$ cat src/rtl/hazard_stall_ctrl.sv
// -----------------------------------------------------------------------------
// hazard_stall_ctrl
// Pipeline interlock controller for a 5-stage in-order core. Generates the
// per-stage hold signals, the IF/ID flush and the ID/EXE bubble from a small
// registered FSM (RUN, DMEM_WAIT, IMEM_WAIT, FLUSH) plus the current inputs.
// Priority: dmem wait > branch flush > imem wait > load-use hazard.
// Stalls always cover a prefix of the pipe: a later stage never holds unless
// every earlier stage holds too.
//
// Optional feature macro: STALL_PERF_CNT_EN
//   defined   -> stall_cycles counts cycles with if_id_stall=1, saturating
//   undefined -> stall_cycles is tied to zero and no counter is built
// -----------------------------------------------------------------------------
module hazard_stall_ctrl (
   input  logic        clk,
   input  logic        rst_n,
   input  logic [2:0]  id_sr1,
   input  logic [2:0]  id_sr2,
   input  logic        id_sr1_used,
   input  logic        id_sr2_used,
   input  logic [2:0]  ex_dr,
   input  logic        ex_load,
   input  logic        ex_valid,
   input  logic        imem_read,
   input  logic        imem_resp,
   input  logic        dmem_req,
   input  logic        dmem_resp,
   input  logic        br_taken,
   output logic        if_id_stall,
   output logic        id_exe_stall,
   output logic        exe_mem_stall,
   output logic        mem_wb_stall,
   output logic        if_id_flush,
   output logic        id_exe_bubble,
   output logic [15:0] stall_cycles
);

   typedef enum logic [1:0] {
      ST_RUN       = 2'd0,
      ST_DMEM_WAIT = 2'd1,
      ST_IMEM_WAIT = 2'd2,
      ST_FLUSH     = 2'd3
   } state_t;

   state_t      r_state;
   logic [1:0]  r_flush_cnt;   // flush cycles still owed while in FLUSH
   logic        r_br_pend;     // branch seen while the data memory held the pipe

   logic        w_hazard;
   logic        w_dmem_wait;
   logic        w_imem_wait;
   logic        w_flush_now;

   // Load-use: EX holds a real load whose destination is read by ID.
   assign w_hazard = ex_valid & ex_load &
                     ((id_sr1_used & (id_sr1 == ex_dr)) |
                      (id_sr2_used & (id_sr2 == ex_dr)));

   assign w_dmem_wait = dmem_req & ~dmem_resp;
   assign w_imem_wait = imem_read & ~imem_resp;

   // A branch outside DMEM_WAIT flushes in its own cycle; FLUSH covers the rest.
   assign w_flush_now = (r_state == ST_FLUSH) |
                        (br_taken & (r_state != ST_DMEM_WAIT));

   // Combinational stall/flush/bubble decode in priority order, gated by reset.
   always_comb begin
      if_id_stall   = 1'b0;
      id_exe_stall  = 1'b0;
      exe_mem_stall = 1'b0;
      mem_wb_stall  = 1'b0;
      if_id_flush   = 1'b0;
      id_exe_bubble = 1'b0;
      if (!rst_n) begin
         if_id_stall   = 1'b0;
      end else if (w_dmem_wait) begin
         // Data memory not ready: freeze the whole pipe.
         if_id_stall   = 1'b1;
         id_exe_stall  = 1'b1;
         exe_mem_stall = 1'b1;
         mem_wb_stall  = 1'b1;
      end else if (r_state == ST_DMEM_WAIT) begin
         // Response cycle: the pipe advances, nothing held.
         if_id_stall   = 1'b0;
      end else if (w_flush_now) begin
         if_id_flush   = 1'b1;
         id_exe_bubble = 1'b1;
      end else if (w_imem_wait || w_hazard) begin
         // Hold fetch/decode, let downstream drain behind a bubble.
         if_id_stall   = 1'b1;
         id_exe_bubble = 1'b1;
      end else begin
         if_id_stall   = 1'b0;
      end
   end

   // Controller state, flush countdown and pending-branch flag.
   always_ff @(posedge clk or negedge rst_n) begin
      if (!rst_n) begin
         r_state     <= ST_RUN;
         r_flush_cnt <= 2'd0;
         r_br_pend   <= 1'b0;
      end else begin
         case (r_state)
            ST_DMEM_WAIT: begin
               if (w_dmem_wait) begin
                  r_state <= ST_DMEM_WAIT;
                  if (br_taken) begin
                     r_br_pend <= 1'b1;
                  end else begin
                     r_br_pend <= r_br_pend;
                  end
               end else if (r_br_pend || br_taken) begin
                  // Full two-cycle flush starts after the response cycle.
                  r_state     <= ST_FLUSH;
                  r_flush_cnt <= 2'd2;
                  r_br_pend   <= 1'b0;
               end else if (r_flush_cnt != 2'd0) begin
                  // Resume a flush that the data wait interrupted.
                  r_state <= ST_FLUSH;
               end else begin
                  r_state <= ST_RUN;
               end
            end
            ST_RUN, ST_IMEM_WAIT, ST_FLUSH: begin
               if (w_dmem_wait) begin
                  // Remaining flush count is kept and replayed afterwards.
                  r_state <= ST_DMEM_WAIT;
                  if (br_taken) begin
                     r_br_pend <= 1'b1;
                  end else begin
                     r_br_pend <= r_br_pend;
                  end
               end else if (br_taken) begin
                  r_state     <= ST_FLUSH;
                  r_flush_cnt <= 2'd1;
               end else if (r_state == ST_FLUSH) begin
                  r_flush_cnt <= r_flush_cnt - 2'd1;
                  if (r_flush_cnt <= 2'd1) begin
                     r_state     <= ST_RUN;
                     r_flush_cnt <= 2'd0;
                  end else begin
                     r_state <= ST_FLUSH;
                  end
               end else if (w_imem_wait) begin
                  r_state <= ST_IMEM_WAIT;
               end else begin
                  r_state <= ST_RUN;
               end
            end
            default: begin
               r_state     <= ST_RUN;
               r_flush_cnt <= 2'd0;
               r_br_pend   <= 1'b0;
            end
         endcase
      end
   end

`ifdef STALL_PERF_CNT_EN
   logic [15:0] r_stall_cycles;

   // Saturating count of cycles in which fetch/decode was held.
   always_ff @(posedge clk or negedge rst_n) begin
      if (!rst_n) begin
         r_stall_cycles <= 16'h0000;
      end else if (if_id_stall && (r_stall_cycles != 16'hFFFF)) begin
         r_stall_cycles <= r_stall_cycles + 16'h0001;
      end else begin
         r_stall_cycles <= r_stall_cycles;
      end
   end

   assign stall_cycles = r_stall_cycles;
`else
   assign stall_cycles = 16'h0000;
`endif

endmodule

$ cat config.mk
export PLATFORM = sky130hd
export DESIGN_NAME = hazard_stall_ctrl
export DESIGN_NICKNAME = d
export VERILOG_FILES = /design/src/rtl/hazard_stall_ctrl.sv
export SDC_FILE = /design/constraint.sdc
export NUM_CORES = 1
export LEC_CHECK = 0
export BUFFER_PORTS_ARGS = -buffer_cell sky130_fd_sc_hd__buf_2
export CAP_MARGIN = 25
export CORE_UTILIZATION = 37
export DETAILED_ROUTE_END_ITERATION = 12
export PLACE_DENSITY = 0.87
export SYNTH_ARGS = -nofsm -noshare
export SYNTH_HDL_FRONTEND = slang
export SYNTH_SLANG_ARGS = --single-unit
$ cat constraint.sdc
create_clock -name clk -period 1.4 [get_ports clk]
set_input_delay 0.28 -clock clk [delete_from_list [all_inputs] [get_ports clk]]
set_output_delay 0.28 -clock clk [all_outputs]
set_load 0.005 [all_outputs]
==> impl_metrics.py, run 1 <==
metrics = {
    "route": {
        "wl_um": 1090,
        "drt_iter0_drc": 11,
        "drc": 0,
        "vias": 491,
        "dr.pass1.iters": 4,
        "viasPerCell": 4.46,
        "wl_per_cell_um": 9.89,
        "final_antenna_net_count": 0,
    },
    "floorplan": {
        "die_y_um": 39.3,
        "core_area_um2": 1300,
        "rows": 13,
        "die_x_um": 39.3,
        "die-area_um2": 1540,
        "start_util": 0.395,
        "ios": 42,
    },
    "clock_tree": {
        "insertion_delay_ns": 0.24,
        "cts_buffers": 3,
        "htree_levels": 1,
        "cts_tree": "done",
        "clk_pin_slew_ns": 0.04,
        "clockBufferDepth": 2,
        "numClockSinks": 5,
        "cts_root_buf": "clkbuf_4",
    },
    "power": {
        "power_frac_clock": 0.240,
        "sw_frac_of_total": 0.344,
        "p_leak_nw": 0.340,
        "power_density_nw_per_um2": 1030,
        "p_seq_frac": 0.368,
        "comb_power_share": 0.392,
        "switchingPower_mw": 0.233,
        "internal_power_mw": 0.444,
        "total_power_mw": 0.677,
        "peakVddDrop_v": 0.000753,
    },
    "run_status": {
        "violations": "negative setup slack",
        "status": "finished with violations",
    },
    "worst_hold_path": {
        "hold_path_depth": 3,
        "holdCritStartpoint": "br_taken",
        "hp-class": "primary input to register",
        "hold_path_end": "r_br_pend",
    },
    "critical_path": {
        "path_cells": "nand2b_1, nand3_2, a31oi_1, buf_2",
        "regToRegStartpoint": "r_br_pend",
        "max_stage_delay_ns": 0.43,
        "crit_type": "register to output pin",
        "cp_max_fo": 5,
        "cp_data_arrival_time_ns": 1.15,
        "worstReg2RegEnd": "r_flush_cnt[1]",
        "worst_setup_path_end_kind": "output pin",
        "cp-start-kind": "register",
        "critPathRequiredTime_ns": 1.12,
        "slowest_stage": "dfrtp_2",
        "rr_worst_depth": 4,
        "startpoint": "r_state[0]",
        "r2r_setup_slack_ns": 0.32,
    },
    "timing": {
        "period_needed_ns": 1.43,
        "setup_violations": 2,
        "fin_crit_sh": 1.02,
        "hold_violations": 0,
        "rsz0062_at_grt": "true",
        "max_freq_ghz": 0.697,
        "timing.final.ws_setup_ns": -0.0349,
        "drv_slew": 0,
        "holdWs_ns": 0.333,
        "setup_tns_ns": -0.0460,
        "clock_skew_ns": 0.00279,
    },
    "finish": {
        "antenna_cells": 0,
        "areaGrowthSynthToFinish_pct": 28.2,
        "drive_above_1_share": 0.389,
        "fillers": 126,
        "fin_nets": 116,
        "fin_cells": 110,
        "utilization": 0.507,
    },
    "logic_synthesis": {
        "synth_area_um2": 514,
        "synth_cells": 65,
        "yosysSeqAreaShare": 0.243,
        "avgSynthCellArea_um2": 7.91,
        "yosysWarnings": 0,
        "yosys.cell_types.count": 22,
        "ys_ff_latch": 5,
    },
    "placed_design": {
        "io_buffers": 25,
        "dp_cells": 104,
        "place_hpwl_um": 866,
        "gp_congestion": 0.754,
    },
    "grt": {
        "grt_antenna_before_repair": 0,
        "overflow": 0,
        "grt_usage": 0.171,
        "grt_pass1_wl_um": 1800,
        "grt_max_degree": 7,
        "grt_pass1_vias": 442,
    },
    "job": {
        "cap_violations": 0,
    },
}
-- sequential cells by signal, summed over array words and instances, names as in the netlist --
name,cells
r_flush_cnt,2
r_state,2
r_br_pend,1
-- how the worst max path moves through the flow --
| stage | to | depth (start not counted) | slack (ns) |
|---|---|---|---|
| finish | id_exe_bubble | 4 | -0.03 |
| global route | if_id_stall | 4 | -0.11 |
| CTS | id_exe_bubble | 6 | -0.05 |
| detailed placement | id_exe_bubble | 6 | -0.07 |
| global placement | id_exe_bubble | 6 | -0.02 |
| floorplan | id_exe_bubble | 4 | 0.23 |
-- stage by stage --
stage	setup slack (ns)	cell area, um2
2_1_floorplan	0.226	571
3_3_place_gp	-0.0164	594
3_5_place_dp	-0.0671	594
4_1_cts	-0.0475	651
5_1_grt	-0.105	659
6_report	-0.0349	659
-- layout make-up --
class,instances,area [um2],share of cell area
Inverter,1,3.75,0.00569
Sequential cell,5,126,0.192
Tap cell,15,18.8,0.0285
Clock buffer,4,26.3,0.0398
Timing Repair Buffer,29,158,0.239
Multi-Input combinational cell,56,327,0.495
-- critical path, delay by kind of cell, from the launching register on --
family,cells,cell delay (ns)
and+or+nand+nor,2,0.22
DFF,1,0.43
AOI/OAI and AO/OA,1,0.14
buffers and inverters,1,0.13
-- per-layer routing --
layer	global-route usage	up-vias	wire length [um]
li1	-	247	-
met1	0.222	221	444
met2	0.271	23	569
met3	0.0511	0	74
met4	0.0517	0	0
met5	0	-	0
-- cells in the mapped netlist --
| cell type | n | area, um2 |
|---|---|---|
| o211ai_2 | 1 | 12.5 |
| nor2_1 | 4 | 15.0 |
| and2_1 | 1 | 6.26 |
| a31oi_1 | 1 | 6.26 |
| conb_1 | 1 | 3.75 |
| inv_2 | 1 | 3.75 |
| nand2b_1 | 2 | 12.5 |
| o21bai_1 | 1 | 7.51 |
| and4_1 | 2 | 17.5 |
| nand2_1 | 5 | 18.8 |
| buf_4 | 18 | 135 |
| a21oi_1 | 2 | 10.0 |
| o21ai_0 | 3 | 15.0 |
| nand3_1 | 1 | 5.00 |
| dfrtp_1 | 5 | 125 |
| o21a_1 | 1 | 7.51 |
| a41oi_1 | 1 | 8.76 |
| xnor2_1 | 6 | 52.6 |
| o21ai_1 | 4 | 20.0 |
| nor2b_1 | 3 | 18.8 |
| or2_1 | 1 | 6.26 |
| nand4_1 | 1 | 6.26 |
-- kinds of logic (layout without fill, tap and decap cells) --
kind of cell / after synthesis / after routing / synth area share
AOI/OAI and AO/OA: 14 / 14 / 0.170
xor gates and xnor gates: 6 / 6 / 0.102
buffers and inverters: 19 / 34 / 0.270
DFF: 5 / 5 / 0.243
other: 1 / 16 / 0.00729
and+or+nand+nor: 20 / 20 / 0.207
-- power by group through the flow --
stage                     combinational, mW  clock [mW]  sequential, mW
after global routing                  0.301       0.178           0.256
final                                 0.265       0.162           0.249
after CTS                             0.261       0.170           0.244
after detailed placement              0.237           0           0.242
after floorplan                       0.193           0           0.231
after global placement                0.227           0           0.238
-- placed cells by master, fill, tap and decap left out, types with 2 or more instances in the layout --
master    Yosys  routed
a21oi_1       2       2
and4_1        2       2
buf_2         0      25
buf_4        18       3
clkbuf_4      0       3
conb_1        1      16
dfrtp_1       5       4
nand2_1       5       5
nand2b_1      2       2
nor2_1        4       3
nor2b_1       3       3
o21ai_0       3       3
o21ai_1       4       4
xnor2_1       6       5
-- what timing repair did --
| action | in CTS | in global routing |
|---|---|---|
| setup buffers | 1 | 0 |
| hold buffers | 1 | 0 |
| pin swaps | 3 | 3 |
| resized for setup | 3 | 2 |
| setup endpoints to repair | 3 | 3 |
| endpoints found under the hold margin | 5 | 0 |
Note: power is estimated with default switching activity, not from simulation.
==> run 2, diff against run 1 <==
- ABC_AREA: default -> 1
- CORE_UTILIZATION: 37 -> 40
- PLACE_DENSITY: 0.87 -> 0.88
==> impl_metrics.py, run 2 <==
metrics = {
    "floorplan": {
        "die_x_um": 41.3,
        "start_util": 0.451,
        "ios": 42,
        "rows": 13,
        "core_area_um2": 1370,
        "die-area_um2": 1700,
        "die_y_um": 41.3,
    },
    "clock_tree": {
        "htree_levels": 1,
        "numClockSinks": 5,
        "clk_pin_slew_ns": 0.04,
        "cts_buffers": 3,
        "cts_tree": "done",
        "insertion_delay_ns": 0.23,
        "cts_root_buf": "clkbuf_4",
        "clockBufferDepth": 2,
    },
    "grt": {
        "grt_pass1_vias": 563,
        "grt_max_degree": 6,
        "grt_antenna_before_repair": 0,
        "grt_pass1_wl_um": 2080,
        "grt_usage": 0.184,
        "overflow": 0,
    },
    "logic_synthesis": {
        "synth_area_leaders": "buf_4 (22%), dfrtp_1 (20%), nand2_1 (19%)",
        "avgSynthCellArea_um2": 5.93,
        "synth_top_flop_cell": "dfrtp_1",
        "yosysMostFrequentCell": "nand2_1",
        "synth_area_um2": 617,
        "yosysSeqAreaShare": 0.203,
        "synthArstFlopShare": 1.00,
        "synth_top_cell_area_share": 0.219,
        "synth_cells": 104,
        "ys_ff_latch": 5,
        "yosysTopAreaCell": "buf_4",
        "yosysWarnings": 0,
        "synth-edff-count": 0,
        "yosys.cell_types.count": 22,
        "synthTopCellsByCount": "nand2_1 (31), buf_4 (18), inv_1 (17)",
    },
    "power": {
        "internal_power_mw": 0.552,
        "total_power_mw": 0.934,
        "p_leak_nw": 0.509,
        "p_seq_frac": 0.277,
        "switchingPower_mw": 0.382,
        "power_density_nw_per_um2": 1220,
        "peakVddDrop_v": 0.000699,
        "comb_power_share": 0.551,
        "power_frac_clock": 0.172,
        "sw_frac_of_total": 0.409,
    },
    "route": {
        "viasPerCell": 4.22,
        "final_antenna_net_count": 0,
        "dr.pass1.iters": 2,
        "vias": 637,
        "wl_um": 1270,
        "wl_per_cell_um": 8.40,
        "drt_iter0_drc": 1,
        "drc": 0,
    },
    "timing": {
        "period_needed_ns": 1.48,
        "max_freq_ghz": 0.674,
        "timing.final.ws_setup_ns": -0.0831,
        "hold_violations": 0,
        "holdWs_ns": 0.427,
        "setup_violations": 3,
        "clock_skew_ns": 0.000701,
        "drv_slew": 0,
        "rsz0062_at_grt": "true",
        "setup_tns_ns": -0.215,
        "fin_crit_sh": 1.06,
    },
    "placed_design": {
        "place_hpwl_um": 944,
        "dp_cells": 142,
        "gp_congestion": 0.789,
        "io_buffers": 25,
        "dp_slack_ns": 0.0814,
    },
    "finish": {
        "mostFrequentLayoutCells": "nand2_1 (31), buf_2 (25), inv_1 (16), conb_1 (16), nor2_1 (9)",
        "fin_cells": 151,
        "fillers": 128,
        "top_regs": "r_flush_cnt: 2 flops, r_state: 2 flops, r_br_pend: 1 flops",
        "areaGrowthSynthToFinish_pct": 24.5,
        "fin_nets": 157,
        "drive_above_1_share": 0.324,
        "layout_commonest_cell": "nand2_1",
        "antenna_cells": 0,
    },
    "critical_path": {
        "rr_worst_depth": 5,
        "startpoint": "r_state[0]",
        "regToRegStartpoint": "r_br_pend",
        "endpoint": "if_id_flush",
        "crit_type": "register to output pin",
        "cp_data_arrival_time_ns": 1.20,
        "path_cells": "inv_2, nor2_4, inv_2, nand2_4, nor3_1, buf_2",
        "cp_max_fo": 4,
        "critPathRequiredTime_ns": 1.12,
        "r2r_setup_slack_ns": 0.27,
        "slowest_stage": "dfrtp_1",
        "max_stage_delay_ns": 0.41,
        "worstReg2RegEnd": "r_flush_cnt[0]",
        "cp_common_cell": "inv_2",
        "worst_setup_path_end_kind": "output pin",
        "cp-start-kind": "register",
    },
    "run_status": {
        "status": "finished with violations",
        "violations": "negative setup slack",
    },
    "worst_hold_path": {
        "hp-class": "primary input to register",
    },
    "job": {
        "cap_violations": 0,
    },
}
==> run 2: stage by stage <==
| stage | cell area (um2) | util |
|---|---|---|
| floorplan | 673 | - |
| global placement | 689 | 0.505 |
| detailed placement | 689 | 0.505 |
| CTS | 756 | 0.553 |
| global route | 768 | 0.562 |
| finish | 768 | 0.562 |
==> run 2: final cells by class <==
type | instances | area [um2] | share of cell area
multi-input cells | 76 | 350 | 0.456
repair buffers | 31 | 173 | 0.225
flip-flops and latches | 5 | 125 | 0.163
inverters | 20 | 75.1 | 0.0977
clock buffers | 4 | 26.3 | 0.0342
well taps | 15 | 18.8 | 0.0244
==> run 2: repair_timing <==
item / CTS / global route
resized for setup: 0 / 4
endpoints found under the hold margin: 5 / 0
pin swaps: 0 / 2
hold buffers: 1 / 0
endpoints found under the setup margin: 2 / 3
setup buffers: 4 / 0
==> run 2: worst min path at each step <==
| stage | end | slack (ns) | from | cells past startpoint |
|---|---|---|---|---|
| 2_1_floorplan | r_br_pend | -0.02 | rst_n | 0 |
| 3_3_place_gp | r_flush_cnt[0] | 0.18 | rst_n | 2 |
| 3_5_place_dp | r_flush_cnt[1] | 0.19 | rst_n | 2 |
| 4_1_cts | r_state[0] | 0.39 | dmem_resp | 4 |
| 5_1_grt | r_state[0] | 0.46 | dmem_resp | 4 |
| 6_report | r_state[0] | 0.43 | dmem_resp | 4 |
==> run 2: cells by family (layout without fill, tap and decap cells) <==
family | count (synthesis) | count (layout) | share of synthesized area
flip-flops | 5 | 5 | 0.203
other | 1 | 16 | 0.00608
AND/OR/NAND/NOR | 51 | 51 | 0.349
buffers and inverters | 38 | 55 | 0.341
AO/OA/AOI/OAI | 9 | 9 | 0.101
==> run 2: power groups by stage <==
stage | clock [mW] | combinational [mW] | sequential (mW)
floorplan | 0 | 0.306 | 0.252
finish | 0.161 | 0.515 | 0.259
detailed placement | 0 | 0.368 | 0.263
global route | 0.170 | 0.587 | 0.269
global placement | 0 | 0.357 | 0.260
CTS | 0.163 | 0.469 | 0.246
==> run 2: worst max-delay path: cells and delay by family (launching register included) <==
kind	cells	cell delay (ns)
buffers and inverters	3	0.31
and+or+nand+nor	3	0.25
DFF	1	0.41
==> run 2: layer usage <==
layer,global-route usage,vias to the layer above,share of wire,routed length [um]
met5,0,-,0,0
met4,0.0726,0,0.0047,6
met3,0.0163,2,0.053,67
met2,0.344,29,0.51,641
met1,0.211,267,0.44,553
li1,-,339,-,-
